## src/rtl/hazard_ctrl_pkg.sv

```systemverilog
// Shared types and constants for the pipeline hazard sequencer.
package hazard_ctrl_pkg;

  typedef enum logic [1:0] {
    RUN  = 2'd0,
    WAIT = 2'd1,
    ERR  = 2'd2
  } hz_state_e;

  localparam logic [4:0] REG_ZERO = 5'd0;

endpackage

```

## src/rtl/hazard_ctrl_sat_counter.sv

```systemverilog
// Saturating up-counter with synchronous clear; holds at all-ones instead of wrapping.
module sat_counter #(
  parameter int W = 32
) (
  input  logic         clk,
  input  logic         clr_i,
  input  logic         inc_i,
  output logic [W-1:0] cnt_o
);

  logic [W-1:0] cnt_q;
  logic [W-1:0] cnt_d;

  always_comb begin
    cnt_d = cnt_q;
    if (inc_i && (cnt_q != {W{1'b1}})) begin
      cnt_d = cnt_q + {{(W-1){1'b0}}, 1'b1};
    end
  end

  always_ff @(posedge clk) begin
    if (clr_i) begin
      cnt_q <= '0;
    end else begin
      cnt_q <= cnt_d;
    end
  end

  assign cnt_o = cnt_q;

endmodule

```

## src/rtl/hazard_ctrl.sv

```systemverilog
// Stall/flush sequencer for the 5-stage pipeline: load-use, taken-branch squash,
// data-memory wait with sticky timeout, plus saturating stall/flush event counters.
module hazard_ctrl
  import hazard_ctrl_pkg::*;
#(
  parameter int TIMEOUT = 255,
  parameter int CNT_W   = 32
) (
  input  logic             clk,
  input  logic             rst,
  input  logic [4:0]       Rs1D,
  input  logic [4:0]       Rs2D,
  input  logic             Rs1UsedD,
  input  logic             Rs2UsedD,
  input  logic [4:0]       RdE,
  input  logic             RDValidE,
  input  logic             MemReadE,
  input  logic             BranchTakenE,
  input  logic             MemReqM,
  input  logic             MemReady,
  output logic             StallF,
  output logic             StallD,
  output logic             StallE,
  output logic             StallM,
  output logic             FlushD,
  output logic             FlushE,
  output logic             FlushW,
  output logic             MemErr,
  output logic [CNT_W-1:0] StallCnt,
  output logic [CNT_W-1:0] FlushCnt
);

  localparam logic [15:0] TIMEOUT_W = 16'(TIMEOUT);

  hz_state_e   state_q, state_d;
  logic [15:0] wcnt_q, wcnt_d;
  logic        lu;
  logic        mw;

  assign mw = MemReqM & ~MemReady;
  assign lu = MemReadE & RDValidE & (RdE != REG_ZERO) &
              ((Rs1UsedD & (Rs1D == RdE)) | (Rs2UsedD & (Rs2D == RdE)));

  // Priority: frozen error > memory wait > taken branch > load-use.
  always_comb begin
    StallF = 1'b0;
    StallD = 1'b0;
    StallE = 1'b0;
    StallM = 1'b0;
    FlushD = 1'b0;
    FlushE = 1'b0;
    FlushW = 1'b0;
    if ((state_q == ERR) || mw) begin
      StallF = 1'b1;
      StallD = 1'b1;
      StallE = 1'b1;
      StallM = 1'b1;
      FlushW = 1'b1;
    end else if (BranchTakenE) begin
      FlushD = 1'b1;
      FlushE = 1'b1;
    end else if (lu) begin
      StallF = 1'b1;
      StallD = 1'b1;
      FlushE = 1'b1;
    end
  end

  always_comb begin
    state_d = state_q;
    wcnt_d  = wcnt_q;
    case (state_q)
      RUN: begin
        if (mw) begin
          state_d = WAIT;
          wcnt_d  = 16'd1;
        end else begin
          wcnt_d  = 16'd0;
        end
      end
      WAIT: begin
        if (!mw) begin
          state_d = RUN;
          wcnt_d  = 16'd0;
        end else if (wcnt_q == TIMEOUT_W) begin
          state_d = ERR;
        end else begin
          wcnt_d  = wcnt_q + 16'd1;
        end
      end
      ERR: begin
        state_d = ERR;
      end
      default: begin
        state_d = RUN;
        wcnt_d  = 16'd0;
      end
    endcase
  end

  always_ff @(posedge clk) begin
    if (rst) begin
      state_q <= RUN;
      wcnt_q  <= 16'd0;
    end else begin
      state_q <= state_d;
      wcnt_q  <= wcnt_d;
    end
  end

  // ERR is only ever entered together with the timeout, so the state doubles as the sticky flag.
  assign MemErr = (state_q == ERR);

  sat_counter #(.W(CNT_W)) u_stall_cnt (
    .clk   (clk),
    .clr_i (rst),
    .inc_i (StallF),
    .cnt_o (StallCnt)
  );

  sat_counter #(.W(CNT_W)) u_flush_cnt (
    .clk   (clk),
    .clr_i (rst),
    .inc_i (FlushD | FlushE),
    .cnt_o (FlushCnt)
  );

endmodule

```

## config.mk

```make
export PLATFORM = sky130hd
export DESIGN_NAME = hazard_ctrl
export DESIGN_NICKNAME = d
export VERILOG_FILES = /design/src/rtl/hazard_ctrl_pkg.sv /design/src/rtl/hazard_ctrl_sat_counter.sv /design/src/rtl/hazard_ctrl.sv
export SDC_FILE = /design/constraint.sdc
export NUM_CORES = 1
export LEC_CHECK = 0
export CAP_MARGIN = 0
export CORE_AREA = 2 2 96 89
export CTS_BUF_LIST = sky130_fd_sc_hd__clkbuf_8
export CTS_CLUSTER_DIAMETER = 50
export DETAILED_ROUTE_END_ITERATION = 8
export DIE_AREA = 0 0 98 91
export GPL_TIMING_DRIVEN = 0
export PLACE_DENSITY = 0.92
export SETUP_SLACK_MARGIN = 0.05
export SYNTH_ARGS = -nofsm -noshare
export SYNTH_HDL_FRONTEND = slang
export SYNTH_SLANG_ARGS = --single-unit
```

## constraint.sdc

```tcl
create_clock -name clk -period 4.2 [get_ports clk]
set_input_delay 0.63 -clock clk [delete_from_list [all_inputs] [get_ports clk]]
set_output_delay 0.63 -clock clk [all_outputs]
set_load 0.02 [all_outputs]
```

# Yosys cells after proc, flatten, opt, wreduce, memory -nomap -nowiden
# Cells that the tools add are included.
# W data, S select, Z words.
[word_totals]
reg_bits = 82
in_bits = 24
output_inout_bits = 72
word_cells = 50
[classes]
addsub = 3
eq_ne = 10
n_mux = 16
n_bitwise = 10
n_reduce_logical = 7
[ops]
columns = ["operator", "count"]
rows = [
  ["$add A32 B1 Y32 const B", 2],
  ["$ne A32 B32 Y1 const B", 2],
  ["$pmux W16 S3", 1],
  ["$mux W16", 2],
  ["$add A16 B1 Y16 const B", 1],
  ["$eq A16 B8 Y1 const B", 1],
  ["$eq A5 B5 Y1", 2],
  ["$mux W1", 9],
  ["$and A1 B1 Y1", 6],
  ["$mux W2", 3],
  ["$ne A3 B3 Y1 const B", 2],
  ["$pmux W2 S3", 1],
  ["$reduce_bool A5 Y1", 1],
  ["$reduce_and A2 Y1", 2],
  ["$eq A2 B1 Y1 const B", 1],
  ["$eq A2 B2 Y1 const B", 1],
  ["$logic_and A1 B1 Y1", 2],
  ["$logic_not A2 Y1", 1],
  ["$ne A2 B2 Y1 const B", 1],
  ["$not A1 Y1", 2],
  ["$or A1 B1 Y1", 2],
  ["$logic_or A1 B1 Y1", 1],
]

# Longest topological paths before layout
[logic_depth]
depth_word = 9
depth_mapped = 9
mapped_depth_nobuf = 7

# Hierarchy
# A second synthesis with hierarchy kept.
[hier_totals]
hier_cells = 549
hier_area_um2 = 4601.9
[by_module_without_submodules]
columns = ["mod", "n_inst", "cells_each", "area_each_um2", "seq_area_each_um2"]
rows = [
  ["sat_counter", 2, 199, 1674.1, 640.6],
  ["hazard_ctrl", 1, 151, 1253.7, 360.3],
]

# Least setup slack after synthesis
# Ideal clock, no wire load.
[synth_path]
path_type = "input port to output port"
start = "input port RdE[1]"
end = "output port StallF"
arrival_ns = 2.481
required_time_ns = 3.570
slack_ns = 1.089
stages = 7
path_buffers = 3
cell_sequence = "or4_1 o211ai_1 o31a_1 clkbuf_1 clkbuf_1 inv_1 buf_4"
[synth_between]
elab_chain_len = 7
elab_cells_between_ends = 11
classes_between = "eq/ne (2); mux (3); bitwise (5); reduce/logical (1)"
[synth_rtl]
columns = ["item", "line", "rtl"]
rows = [
  ["start: declaration", "hazard_ctrl.sv:15", "input logic [4:0] RdE,"],
  ["$eq A5 B5 Y1", "hazard_ctrl.sv:42", "((Rs1UsedD & (Rs1D == RdE)) | (Rs2UsedD & (Rs2D == RdE)));"],
  ["$and A1 B1 Y1", "hazard_ctrl.sv:42", ""],
  ["$or A1 B1 Y1", "hazard_ctrl.sv:42", ""],
  ["$and A1 B1 Y1 *", "hazard_ctrl.sv:41", "assign lu = MemReadE & RDValidE & (RdE != REG_ZERO) &"],
  ["$mux W1 * (3 in a row)", "-", ""],
  ["end: declaration", "hazard_ctrl.sv:21", "output logic StallF,"],
]
# Every way passes the cells marked *; elsewhere a longest branch is shown, timed or not.

# Final worst setup path
[layout_path]
start = "input port RdE[1]"
end = "output port StallF"
[layout_between]
elab_chain_len = 7
elab_cells_between_ends = 11
classes_between = "eq/ne (2); mux (3); bitwise (5); reduce/logical (1)"
[layout_rtl]
columns = ["item", "line", "rtl"]
rows = [
  ["$eq A5 B5 Y1", "hazard_ctrl.sv:42", ""],
  ["$and A1 B1 Y1", "hazard_ctrl.sv:42", ""],
  ["$or A1 B1 Y1", "hazard_ctrl.sv:42", ""],
  ["$and A1 B1 Y1 *", "hazard_ctrl.sv:41", ""],
  ["$mux W1 *", "hazard_ctrl.sv:62", "end else if (lu) begin"],
  ["$mux W1 *", "hazard_ctrl.sv:59", "end else if (BranchTakenE) begin"],
  ["$mux W1 *", "hazard_ctrl.sv:53", "if ((state_q == ERR) || mw) begin"],
]
# Marks and branches as above.

==> results <==
- For this design the total switching power over the nets is around 0.38 mW.
- The filler cell count in the final layout is 627.
- The overall overflow remaining after global route is 0.
- The number of antenna violations at the first check in global routing was 0.
- After floorplanning, the core was divided into 31 placement rows.
- The I/O pin total is 96.
- The post-CTS setup buffer count is 0.
- The H-tree generated during clock tree synthesis spans 3 levels.
- The destination of the worst hold path is state_q[0].
- The tool flagged a number of max-cap violations equal to 0.
- The sequential share of the synthesized area is 0.3738.
- The internal power summed over all cells is 1.071 mW.
- The kind of end point of the critical path is a primary output.
- Headroom to the max-slew limit came out at 0.2288.
- The placed instance area is ~5500 µm².
- The depth of the worst register-to-register path is 9.
- The final routed DRC violation total is 0.
- The start point of the worst min-delay path is state_q[0].
- Along the worst path, the maximum fanout reaches 19.
- Summed over all failing endpoints, the final setup total negative slack is 0 ns.
- The largest net degree at the start of global routing is 20.
- The run finished with clean final reports.
- For this configuration, the core starts out at a cell density of 0.5578.
- The pre-antenna-repair detailed-routing pass consisted of 6 iterations.
- VDD sags by at most around 0.20 mV.
- The final critical path time including I/O delays and setup is 4.013 ns.
- The root buffer cell chosen for the clock tree is sky130_fd_sc_hd__clkbuf_8.
- Input and output buffers added on the ports amount to 95.
- Counting instances, the worst hold path has a depth of 1.
- Traced cell by cell, the critical path runs through clkdlybuf4s50_1, or4_1, o211ai_1, o31a_1, clkbuf_4, inv_1, buf_4, clkdlybuf4s50_1.
- Dividing the detail-routed via count by the number of cells gives approximately 6.4.
- The slowest cell on the critical path is sky130_fd_sc_hd__or4_1.
- The via count of the first global-routing pass is 4574.
- Counting every instance in the synthesized netlist gives 537.
- Prior to clock tree synthesis, the placed netlist has a worst setup slack of -0.3316 ns.
- The critical path is of the input pin to primary output type.
- From synthesis to final layout, the design area changed by 28.60%.
- For this run, the post-layout net count is roughly 670.
- The core region is a little under 8000 µm².
- The count of endpoints failing hold in the final timing report is 0.
- The netlist area before placement is 4392 µm².
- The slack of the worst reg-to-reg path is approximately 1.2 ns.
- The weighted congestion at the end of routability-driven global placement is 0.9208.
- The insertion delay to the later sink of the worst-skew pair is roughly 0.36 ns.
- Derived from the worst setup path, the maximum achievable clock frequency is between 0.2 and 0.25 GHz.
- The transition at the pin with the smallest max-transition slack is 1.146 ns.
- The number of diodes is 0.
- The post-route cell area is around 5600 µm².
- The overall routing resource usage is 0.2797.
- The final max-slew violation count was 0.
- The power per unit of standard cell area is 257.6 nW/µm².
- The clock-pin slew of the registers on the worst-case setup and hold paths is 0.08 ns.
- In this run, the number of DRC markers left after iteration 0 of detailed routing was a little under 400.
- Of the total power, the share spent switching nets is 0.2642.
- In this run, CTS created clock tree buffers numbering 9.
- The worst path arrival time is between 3 and 4 ns.
- The kind of start point of the critical path is an input pin.
- The share of total power dissipated in sequential elements is 0.540.
- The synthesized design contains approximately 80 register bits.
- The clock arrives with 0.01203 ns of skew.
- The die is about 98 µm wide.
- When the netlist entered floorplanning its net count stood at ~560.
- In this run the remaining antenna-violating nets after routing total 0.
- The wire length of the first global-routing pass is about 21 mm.
- The worst hold path belongs to the class flop to flop.
- The TritonCTS clock tree is done.
- The endpoint identified for the worst register-to-register timing path is u_stall_cnt.cnt_o[18].
- Yosys printed 0 warnings.
- The share of total power dissipated in combinational logic is 0.094.
- Setup violations remaining at the end of the flow were counted as 0.
- The share of total power dissipated in the clock network is 0.367.
- A synthesized cell averages between 8 and 9 µm².
- The share of final-layout standard cells stronger than drive strength 1 is 0.06491.
- At the worst endpoint, the required time is between 3 and 4 ns.
- The number of clock sinks seen by CTS is just over 80.
- The total half-perimeter wirelength after legalization and detailed placement is between 9 and 10 mm.
- Counting stages on the worst path, the most repeated cell is sky130_fd_sc_hd__clkdlybuf4s50_1.
- The detailed-route via count is ~4700.
- The longest clock path from root to sink contains 2 buffers.
- The design draws 1.455 mW.
- The area of the die is a little under 9000 µm².
- The startpoint identified for the worst register-to-register timing path is u_stall_cnt.cnt_o[1].
- The synthesized netlist contains between 50 and 60 unique library cells.
- The leakage power total is 1.723 nW.
- On the worst path, the slowest cell contributes a delay of around 0.54 ns.
- The overall routed net length is between 10 and 15 mm.
- The ratio of final minimum period to clock period is 0.9555.
- The die extent in y is approximately 90 µm.
- The fraction of the core area covered by cells at the end of the flow is 0.7173.
- The post-detailed-route wirelength per cell is around 17 µm.
- Setup repair after global routing left no endpoint under its margin.
- Tracing the worst setup path back leads to its startpoint at RdE[1].
- The final critical-path setup slack is between 0.15 and 0.2 ns.
## metal layers
| layer | GRT usage | share of wire | up-vias | routed length [µm] |
|---|---|---|---|---|
| met4 | 0.1053 | 0.013 | 0 | 164 |
| li1 | - | - | 2238 | - |
| met5 | 0 | 0 | - | 0 |
| met3 | 0.05004 | 0.057 | 19 | 726 |
| met2 | 0.4755 | 0.50 | 194 | 6400 |
| met1 | 0.3536 | 0.43 | 2298 | 5438 |
## critical path: cells and delay by family
kind                   cells  cell delay (ns)
AND/OR/NAND/NOR            1             0.54
buffers and inverters      5             1.61
AO/OA/AOI/OAI              2             0.59
## cells in the mapped netlist (all sizes together)
library cell,n,area share
nand4,23,0.034
and4,3,0.0060
a21o,1,0.0017
nand2b,3,0.0043
nor4,11,0.019
o41ai,3,0.0060
dfxtp,82,0.37
xnor2,16,0.032
or2,2,0.0029
xor2,5,0.010
o31a,1,0.0020
nand2,33,0.028
and2,5,0.0071
clkbuf,21,0.018
ha,3,0.0085
a31oi,1,0.0014
and3,6,0.0085
nor2b,8,0.011
nor4b,1,0.0020
nand3b,1,0.0017
or4b,1,0.0023
a21oi,61,0.070
inv,15,0.013
or3,13,0.020
o221ai,1,0.0020
buf,11,0.020
mux2,9,0.023
mux2i,1,0.0023
o22a,1,0.0020
or4,45,0.078
nand3,32,0.036
o22ai,1,0.0014
o21ai,18,0.021
nor3,12,0.016
nor2,42,0.036
nor3b,2,0.0034
o21bai,1,0.0017
o211ai,3,0.0083
a21boi,1,0.0017
o31ai,38,0.065
## cells in the final DEF, fill, tap and decap left out, drive strengths merged, types with 2 or more instances in the layout
cell           synthesis  routed
a21oi                 61      61
and2                   5       5
and3                   6       6
and4                   3       3
buf                   11      11
clkbuf                21      30
clkdlybuf4s50          0      95
clkinv                 0       2
clkinvlp               0       3
dfxtp                 82      82
ha                     3       3
inv                   15      16
mux2                   9       9
nand2                 33      33
nand2b                 3       3
nand3                 32      32
nand4                 23      23
nor2                  42      42
nor2b                  8       8
nor3                  12      12
nor3b                  2       2
nor4                  11      11
o211ai                 3       3
o21ai                 18      18
o31ai                 38      38
o41ai                  3       3
or2                    2       2
or3                   13      13
or4                   45      45
xnor2                 16      16
xor2                   5       5
## worst max path at each step
| stage | depth (start not counted) | slack (ns) | to |
|---|---|---|---|
| 5_1_grt | 8 | 0.11 | StallF |
| 4_1_cts | 8 | 0.08 | StallF |
| 6_report | 8 | 0.19 | StallF |
| 3_3_place_gp | 9 | -0.27 | StallF |
| 3_5_place_dp | 9 | -0.33 | StallF |
| 2_1_floorplan | 7 | 1.09 | StallF |
## cell type report
type,count,area (µm²),share of cell area
multi-input cells,408,2527,0.4475
flip-flops and latches,82,1642,0.2907
repair buffers,95,950.9,0.1684
plain buffers,31,166.4,0.02946
clock buffers,10,137.6,0.02437
well taps,99,123.9,0.02193
inverters,15,56.30,0.009969
clock inverters,6,43.79,0.007754
## power by group through the flow
| stage | logic (mW) | registers [mW] | clock network, mW |
|---|---|---|---|
| global route | 0.146 | 0.786 | 0.569 |
| CTS | 0.135 | 0.785 | 0.539 |
| detailed placement | 0.135 | 0.803 | 0 |
| floorplan | 0.0691 | 0.806 | 0 |
| finish | 0.136 | 0.785 | 0.534 |
| global placement | 0.132 | 0.803 | 0 |
## kinds of logic after synthesis
family,Yosys count,share of synthesized area
buffers and inverters,47,0.05071
muxes,10,0.02535
and+or+nand+nor,243,0.3165
DFF,82,0.3738
xor gates and xnor gates,21,0.04188
AOI/OAI and AO/OA,131,0.1832
adders and majority gates,3,0.008548
## per-stage QoR
stage | hold slack, ns | std cells
after global routing | 0.5369 | 746
final | 0.5100 | 746
after floorplan | 0.4540 | 537
after detailed placement | 0.4926 | 731
after global placement | 0.4780 | 731
after CTS | 0.5053 | 746
## sequential cells by signal, indices dropped and copies added, names as in the netlist
name / flops
u_flush_cnt.cnt_o: 32
u_stall_cnt.cnt_o: 32
wcnt_q: 16
state_q: 2
## repair_timing
item,4_1_cts,5_1_grt
hold buffers,0,0
resized for setup,1,2
endpoints found under the setup margin,2,1
pin swaps,0,0
endpoints found under the hold margin,0,0
Note: power is estimated with default switching activity, not from simulation.
